## src/rtl/memory_pkg.sv

```systemverilog
// Instruction memory sizing and shared boot-loader types.
package memory_pkg;

  localparam int unsigned INSTR_MEM_SIZE_WORDS = 64;
  localparam int unsigned INSTR_MEM_SIZE_BYTES = INSTR_MEM_SIZE_WORDS * 4;

  localparam int unsigned LOADER_HDR_BYTES = 4;

  typedef enum logic [2:0] {
    HDR,
    DATA,
    WRITE,
    DONE,
    ERROR
  } loader_state_t;

endpackage

```

## src/rtl/instr_mem_loader.sv

```systemverilog
// Boot loader: receives a length-prefixed little-endian byte image and
// writes it word by word into instruction memory, holding the core in reset.
module instr_mem_loader
  import memory_pkg::*;
#(
  parameter logic [31:0] BASE_ADDR      = 32'h0000_0000,
  parameter int unsigned TIMEOUT_CYCLES = 1_000_000
) (
  input  logic        clk_i,
  input  logic        rst_i,
  input  logic [7:0]  byte_data_i,
  input  logic        byte_valid_i,
  output logic        byte_ready_o,
  output logic [31:0] write_addr_o,
  output logic [31:0] write_data_o,
  output logic        write_enable_o,
  output logic        core_rst_o,
  output logic        load_done_o,
  output logic        load_error_o,
  input  logic        restart_i
);

  localparam int IDX_W  = $clog2(INSTR_MEM_SIZE_WORDS) + 1;
  localparam int IDLE_W = $clog2(TIMEOUT_CYCLES + 1);

  loader_state_t r_state;
  loader_state_t w_next;

  logic [31:0]       r_shift;
  logic [1:0]        r_byte_cnt;
  logic [IDX_W-1:0]  r_n;
  logic [IDX_W-1:0]  r_word_idx;
  logic [IDLE_W-1:0] r_idle;
  logic [31:0]       r_addr;
  logic [31:0]       r_data;
  logic              r_we;

  logic              w_ready;
  logic              w_accept;
  logic              w_last_byte;
  logic [31:0]       w_word;
  logic              w_hdr_bad;
  logic              w_idle_on;
  logic              w_timeout;
  logic              w_restart;
  logic [IDX_W-1:0]  w_idx_inc;

  assign w_accept    = byte_valid_i & w_ready;
  assign w_last_byte = w_accept &
                       (r_byte_cnt == 2'(LOADER_HDR_BYTES - 1));
  assign w_word      = {byte_data_i, r_shift[31:8]};
  assign w_hdr_bad   = (w_word == 32'd0) ||
                       (w_word > 32'(INSTR_MEM_SIZE_WORDS));
  assign w_idle_on   = ((r_state == HDR) && (r_byte_cnt != 2'd0)) ||
                       (r_state == DATA);
  assign w_timeout   = w_idle_on && !w_accept &&
                       (r_idle == IDLE_W'(TIMEOUT_CYCLES - 1));
  assign w_restart   = restart_i &&
                       ((r_state == DONE) || (r_state == ERROR));
  assign w_idx_inc   = r_word_idx + 1'b1;

  always_ff @(posedge clk_i or posedge rst_i) begin
    if (rst_i) r_state <= HDR;
    else       r_state <= w_next;
  end

  always_comb begin
    w_next  = r_state;
    w_ready = 1'b0;
    unique case (r_state)
      HDR: begin
        w_ready = 1'b1;
        if (w_timeout)        w_next = ERROR;
        else if (w_last_byte) w_next = w_hdr_bad ? ERROR : DATA;
      end
      DATA: begin
        w_ready = 1'b1;
        if (w_timeout)        w_next = ERROR;
        else if (w_last_byte) w_next = WRITE;
      end
      WRITE:   w_next = (w_idx_inc == r_n) ? DONE : DATA;
      DONE:    if (restart_i) w_next = HDR;
      ERROR:   if (restart_i) w_next = HDR;
      default: w_next = HDR;
    endcase
  end

  // The shift register is shared between header length and payload words.
  always_ff @(posedge clk_i or posedge rst_i) begin
    if (rst_i) begin
      r_shift    <= '0;
      r_byte_cnt <= '0;
      r_n        <= '0;
      r_word_idx <= '0;
      r_idle     <= '0;
      r_addr     <= '0;
      r_data     <= '0;
      r_we       <= 1'b0;
    end else begin
      r_we <= (w_next == WRITE);
      if (w_restart) begin
        r_shift    <= '0;
        r_byte_cnt <= '0;
        r_n        <= '0;
        r_word_idx <= '0;
        r_idle     <= '0;
      end else begin
        if (w_accept) begin
          r_shift    <= w_word;
          r_byte_cnt <= r_byte_cnt + 2'd1;
          r_idle     <= '0;
        end else if (w_idle_on) begin
          r_idle <= r_idle + 1'b1;
        end
        if ((r_state == HDR) && w_last_byte && !w_hdr_bad) begin
          r_n        <= w_word[IDX_W-1:0];
          r_word_idx <= '0;
        end
        if ((r_state == DATA) && w_last_byte) begin
          r_data <= w_word;
          r_addr <= BASE_ADDR + {{(30-IDX_W){1'b0}}, r_word_idx, 2'b00};
        end
        if (r_state == WRITE) r_word_idx <= w_idx_inc;
      end
    end
  end

  assign byte_ready_o   = w_ready;
  assign write_addr_o   = r_addr;
  assign write_data_o   = r_data;
  assign write_enable_o = r_we;
  assign core_rst_o     = (r_state != DONE);
  assign load_done_o    = (r_state == DONE);
  assign load_error_o   = (r_state == ERROR);

endmodule
```

## config.mk

```make
export PLATFORM = sky130hd
export DESIGN_NAME = instr_mem_loader
export DESIGN_NICKNAME = d
export VERILOG_FILES = /design/src/rtl/memory_pkg.sv /design/src/rtl/instr_mem_loader.sv
export SDC_FILE = /design/constraint.sdc
export NUM_CORES = 1
export LEC_CHECK = 0
export CORE_ASPECT_RATIO = 1.4
export CORE_UTILIZATION = 27
export DETAILED_ROUTE_END_ITERATION = 10
export SLEW_MARGIN = 20
export SYNTH_ARGS = -nofsm -noshare
export SYNTH_HDL_FRONTEND = slang
export SYNTH_SLANG_ARGS = --single-unit
```

## constraint.sdc

```tcl
create_clock -name clk_i -period 4.5 [get_ports clk_i]
set_clock_uncertainty 0.1 [all_clocks]
set_input_delay 0.9 -clock clk_i [delete_from_list [all_inputs] [get_ports clk_i]]
set_output_delay 0.9 -clock clk_i [all_outputs]
set_load 0.03 [all_outputs]
```

## Word-level counts from Yosys, hierarchy flattened

Index checks and enable logic that the tools add are counted.

- Bits in writable memories: 0
- Register bits: 111
- Word-level logic and storage cells: 68
- Memories: 0
- Input port bits: 12
- Latch bits: 0
- Output and inout port bits: 69
- ROM bits: 0

- Add/sub/neg operators: 3
- Shift-type cells: 0
- Eq/ne operators: 9
- Bitwise logic cells: 3
- $mul: 0
- Div/mod/pow operators: 0
- $lt $le $gt $ge: 1
- Reduce and logical (&&, ||, !) cells: 22
- Multiplexer cells: 21

Operator list:

| kind | count |
|---|---|
| 2-to-1 mux 32 bit | 2 |
| 2-to-1 mux 20 bit | 3 |
| 2-to-1 mux 7 bit | 5 |
| greater-than comparator 32 x 7 -> 1 bit, second input constant | 1 |
| logical NOT 32 bit | 1 |
| adder 20 x 1 -> 20 bit, second input constant | 1 |
| == test 20 bit, second input constant | 1 |
| 2-to-1 mux 3 bit | 6 |
| one-hot mux 3 bit (4 select lines) | 1 |
| == test 3 x 2 -> 1 bit, second input constant | 3 |
| adder 7 x 1 -> 7 bit, second input constant | 1 |
| == test 7 bit | 1 |
| logical AND 1 bit | 7 |
| 2-to-1 mux 2 bit | 3 |
| nonzero test 2 bit | 3 |
| nonzero test 3 bit | 2 |
| OR reduction 2 bit | 2 |
| == test 3 x 1 -> 1 bit, second input constant | 1 |
| == test 3 bit, second input constant | 1 |
| logical NOT 3 bit | 1 |
| logical OR 1 bit | 3 |
| != test 3 x 2 -> 1 bit, second input constant | 1 |
| adder 2 x 1 -> 2 bit, second input constant | 1 |
| AND 1 bit | 2 |
| 5 further kinds | 6 |

## Logic depth before layout (Yosys ltp)

- Depth in word-level cells: 10
- Gate-level depth with buffers: 8
- Gate-level depth less buffers: 6

## Least setup slack after synthesis

Ideal clock, no wire load.

- Path kind: in2reg
- Start: input port byte_valid_i
- End: register r_data[16], in the netlist write_data_o[16]
- Stages on the path: 5
- Data required time: 4275 ps
- Buffers on the path: 1
- Library setup time: 125 ps
- Path slack: 2016 ps
- Data arrival time: 2259 ps
- Cells stage by stage: nor3b_2 -> nand3_1 -> inv_2 -> buf_2 -> mux2_2

- Cells in the longest elaborated chain, start to end: 4

Ends and longest elaborated chain:

| item | RTL line | text |
|---|---|---|
| start: declaration | instr_mem_loader.sv:12 | `input logic byte_valid_i,` |
| AND 1 bit | instr_mem_loader.sv:48 | `assign w_accept = byte_valid_i & w_ready;` |
| AND 1 bit | instr_mem_loader.sv:49 | `assign w_last_byte = w_accept &` |
| logical AND 1 bit | instr_mem_loader.sv:119 | `if ((r_state == DATA) && w_last_byte) begin` |
| AND reduction 2 bit (no source line) | - |  |
| end signal: assignment | instr_mem_loader.sv:120 | `r_data <= w_word;` |
| end: declaration | instr_mem_loader.sv:35 | `logic [31:0] r_data;` |

Every way passes these cells.
A chain may end at the register's enable or synchronous reset.

## Final worst setup path

- Start: register r_state[0]
- End: output port load_error_o

- Cells in the longest elaborated chain, start to end: 1

Ends and longest elaborated chain:

| item | RTL line | text |
|---|---|---|
| start: declaration | instr_mem_loader.sv:26 | `loader_state_t r_state;` |
| start signal: assignment | instr_mem_loader.sv:64 | `else r_state <= w_next;` |
| == test 3 bit | instr_mem_loader.sv:134 | `assign load_error_o = (r_state == ERROR);` |
| end: declaration | instr_mem_loader.sv:19 | `output logic load_error_o,` |

Every way passes these cells.

==> results by stage <==
Placement:
- The instance area at placement is roughly 5700 um^2.
- The HPWL after detailed placement is between 7000 and 8000 um.
- The weighted congestion at the end of routability-driven global placement is 0.783.
- The number of placed instances with taps included is about 770.
- The number of buffers inserted by port buffering is 55.
- The setup slack after placement is between 1 and 1.5 ns.

Clocking:
- The clock sink count is approximately 100.
- The clock input transition at the sequential cells of the worst setup and hold paths is 0.07 ns.
- TritonCTS built the clock tree.
- The largest buffer count on any clock path is 2.
- The later pin in the worst-skew pair is clocked with a latency of 0.34 ns.
- The number of levels the H-tree was split into is 3.
- The root buffer cell chosen for the clock tree is sky130_fd_sc_hd__clkbuf_16.
- The count of buffers added by post-CTS timing repair for setup is 0.
- The number of resized instances in the post-cts repair step is 0.
- Buffers inserted to repair hold after CTS numbered 0.
- The total CTS buffers is 9.

Routing:
- In the routed design, unresolved DRC markers number 0.
- The first-pass iteration count of the detailed router is 4.
- Using the TritonRoute via totals, the vias-per-cell ratio works out to around 4.7.
- The final layout contains routed wiring with a total length of between 10000 and 15000 um.
- In this run the remaining antenna-violating nets after routing total 0.
- The initial detailed-routing violation count is between 150 and 200.
- The via count is roughly 3700.
- In the final routed layout, each cell accounts on average for around 14 um.

Logic synthesis:
- The multiplexer area fraction after synthesis is about a tenth.
- Synthesis inferred 103 register bits.
- The number of unique standard cell types used by synthesis is 52.
- The mean instance size in the synthesized netlist is between 10 and 15 um^2.
- The largest family of logic cells by synthesized area is simple AND/OR/NAND/NOR gates.
- The netlist area before placement is 4980 um^2.
- Ranked by instance count, the synthesized netlist is headed by 103 x sky130_fd_sc_hd__dfrtp_1, 78 x sky130_fd_sc_hd__nand2_1, 53 x sky130_fd_sc_hd__nand3_1.
- By instance count, the leading cell after synthesis is sky130_fd_sc_hd__dfrtp_1.
- The share of the synthesized area in the top cell type is about half.
- Sorting the synthesized cells by area gives the leading types as sky130_fd_sc_hd__dfrtp_1 52%, sky130_fd_sc_hd__mux2_2 7.0%, sky130_fd_sc_hd__nand2_1 5.9%.
- Summing the areas of all fa, ha and maj instances in the mapped netlist gives 1.01% of the synthesized area.
- The synthesized instance count is 494.
- The share of synthesized cell area in and, or, nand and nor gates is between 20% and 30%.
- The number of synthesis warnings is 0.
- The post-synthesis xor/xnor area fraction is under 10%.
- In the synthesized netlist the dominant register cell turns out to be sky130_fd_sc_hd__dfrtp_1.
- Yosys mapped a number of flops with a built-in enable equal to 0.
- The fraction of the mapped netlist area in compound gates is under 10%.
- The sequential share of the synthesized area is approximately 52%.
- The async set-or-reset flop fraction in the synthesized netlist is 100%.
- sky130_fd_sc_hd__dfrtp_1 takes more of the synthesized area than any other cell.

Critical path:
- The critical path is of the reg2out type.
- The worst path arrival time is around 2.2 ns.
- The highest fanout seen on the critical path is 9.
- The worst reg-to-reg path cell count is 4.
- The worst flop-to-flop path endpoint is r_word_idx[3]$_DFFE_PP0P_.
- The worst setup path endpoint is load_error_o.
- The beginning of the critical path is r_state[0]$_DFF_PP0_.
- In this run the register-to-register setup slack is around 2.1 ns.
- The worst setup path is launched from a flop.
- At the worst endpoint, the required time is 3.50 ns.
- The endpoint type of the worst setup path is an output port.
- The startpoint identified for the worst register-to-register timing path is r_state[1]$_DFF_PP0_.

STA:
- The max-slew violation count is 0.
- Based on the critical path, the design can be clocked at up to 309 MHz.
- The worst hold slack is roughly 0.38 ns.
- Across all setup checks in the final design, the least slack found is 1.27 ns.
- Setup violations remaining at the end of the flow were counted as 0.
- In the finished design, the share of the clock period the worst path needs comes to between 70% and 80%.
- The worst path in the final design needs a cycle of 3.23 ns, including I/O delays and setup.
- The final number of hold-violating endpoints came to 0.
- The relative max-transition margin is between 40% and 50%.
- The measured slew at the worst slew-check pin is between 0.7 and 0.8 ns.
- Setup repair after global routing left no endpoint under its margin.
- The post-route setup TNS is 0 ns.

Finish:
- The non-filler instance count after layout is 783.
- Once layout is done, the placed cells without fillers occupy about 6000 um^2.
- The synthesis-to-layout area growth is 20.1%.
- The final net count is roughly 550.
- At the end of the flow the core is filled with cells to around 33%.
- After filler insertion, the fill cell instance count of the layout stands at 1894.
- Cells with a size suffix above 1 make up 11.2% of the layout.
- The final antenna diode count is 0.

Floorplanning:
- From bottom edge to top edge, the die measures approximately 160 um.
- about 80 I/O pins were placed.
- In this run the standard cell core region covers around 18000 um^2.
- The starting utilization of the core area is 27.7%.
- The floorplan die area is about 19000 um^2.
- The die extent in x is ~120 um.
- The number of rows created at floorplan is 58.

Global routing:
- Global routing consumed, over all layers together, roughly an eighth of the routing resources.
- The via count of the first global-routing pass came to 3674.
- The first global-routing pass estimated 18400 um of wire.
- The pin count of the biggest net entering global routing is a little over 50.
- The overall overflow remaining after global route is 0.
- The initial antenna violation count is 0.

Job:
- The max capacitance violation total is 0.

Power and ir drop:
- The power density over cell area is about 570 nW/um^2.
- In this run the static leakage power is 2.70 nW.
- Total power for the finished layout comes to between 3 and 4 mW.
- The worst vdd rail ir drop is about 0.3 mV.

Min path:
- The path type of the worst min-delay path is reg2reg.

Run status:
- The run finished with clean final reports.
[report_power, final]
part           switching (mW)  internal, mW
Sequential              0.244          1.18
Clock                   0.359         0.450
Combinational           0.697         0.474
[worst min path at each step]
stage | from | end | slack [ns] | cells past startpoint
CTS | write_data_o[3]$_DFFE_PP0P_ | write_data_o[3]$_DFFE_PP0P_ | 0.39 | 2
finish | write_data_o[6]$_DFFE_PP0P_ | write_data_o[6]$_DFFE_PP0P_ | 0.38 | 2
floorplan | r_shift[24]$_DFFE_PP0P_ | r_shift[16]$_DFFE_PP0P_ | 0.38 | 2
global route | write_data_o[4]$_DFFE_PP0P_ | write_data_o[4]$_DFFE_PP0P_ | 0.41 | 2
detailed placement | write_data_o[6]$_DFFE_PP0P_ | write_data_o[6]$_DFFE_PP0P_ | 0.38 | 2
global placement | write_data_o[6]$_DFFE_PP0P_ | write_data_o[6]$_DFFE_PP0P_ | 0.37 | 2
[area by class of cell]
class / instances / area (um^2) / area share (%)
multi-input cells: 344 / 2120 / 35.5
inverters: 19 / 73.8 / 1.23
well taps: 240 / 300 / 5.02
clock inverters: 6 / 67.6 / 1.13
clock buffers: 10 / 239 / 4.00
repair buffers: 61 / 596 / 9.96
flip-flops and latches: 103 / 2580 / 43.1
[critical path, cell delays in order (launching register included)]
cell and delay, ns:
sky130_fd_sc_hd__dfrtp_1 0.47, sky130_fd_sc_hd__nor3b_1 0.60, sky130_fd_sc_hd__clkdlybuf4s50_1 0.81
[state kept, by name (all words and copies together), names as in the netlist]
| signal | cells |
|---|---|
| r_shift | 24 |
| write_enable_o | 1 |
| r_idle | 20 |
| write_data_o | 32 |
| r_n | 7 |
| write_addr_o | 7 |
| r_word_idx | 7 |
| r_state | 3 |
| r_byte_cnt | 2 |
[kinds of logic after synthesis]
family                   after synthesis
buffers and inverters                 71
adder cells (fa/ha/maj)                4
XOR/XNOR                              17
other                                  1
multiplexers                          43
flip-flops                           103
AO/OA/AOI/OAI                         48
AND/OR/NAND/NOR                      207
[cells in the final DEF, fill, tap and decap left out, types with 2 or more instances in the layout]
cell type,instances
sky130_fd_sc_hd__o31ai_1,6
sky130_fd_sc_hd__nor2b_1,3
sky130_fd_sc_hd__and3_1,3
sky130_fd_sc_hd__nand3b_1,7
sky130_fd_sc_hd__mux2_2,31
sky130_fd_sc_hd__nor4_1,15
sky130_fd_sc_hd__or4_1,7
sky130_fd_sc_hd__o22ai_1,2
sky130_fd_sc_hd__clkinvlp_4,2
sky130_fd_sc_hd__xnor2_1,9
sky130_fd_sc_hd__xor2_1,7
sky130_fd_sc_hd__and2_1,3
sky130_fd_sc_hd__ha_1,4
sky130_fd_sc_hd__buf_4,6
sky130_fd_sc_hd__or3_1,2
sky130_fd_sc_hd__conb_1,25
sky130_fd_sc_hd__a21oi_1,10
sky130_fd_sc_hd__nor2_1,14
sky130_fd_sc_hd__o21ai_0,19
sky130_fd_sc_hd__clkdlybuf4s50_1,55
sky130_fd_sc_hd__nor3_1,3
sky130_fd_sc_hd__clkbuf_16,9
sky130_fd_sc_hd__nand4_1,7
sky130_fd_sc_hd__nor3b_1,2
sky130_fd_sc_hd__nor4b_1,2
sky130_fd_sc_hd__nand3_1,53
sky130_fd_sc_hd__dfrtp_1,103
sky130_fd_sc_hd__nand2_1,78
sky130_fd_sc_hd__a211oi_1,2
sky130_fd_sc_hd__inv_6,2
sky130_fd_sc_hd__inv_1,16
sky130_fd_sc_hd__mux2i_1,12
[per-layer routing]
| metal | up-vias | wire [um] | track usage [%] |
|---|---|---|---|
| met4 | 0 | 179 | 4.26 |
| met1 | 1814 | 4890 | 15.6 |
| met5 | - | 0 | 0 |
| met2 | 88 | 5650 | 21.3 |
| met3 | 15 | 398 | 2.23 |
| li1 | 1758 | - | - |
No activity file was read; power rests on OpenSTA's default activity.
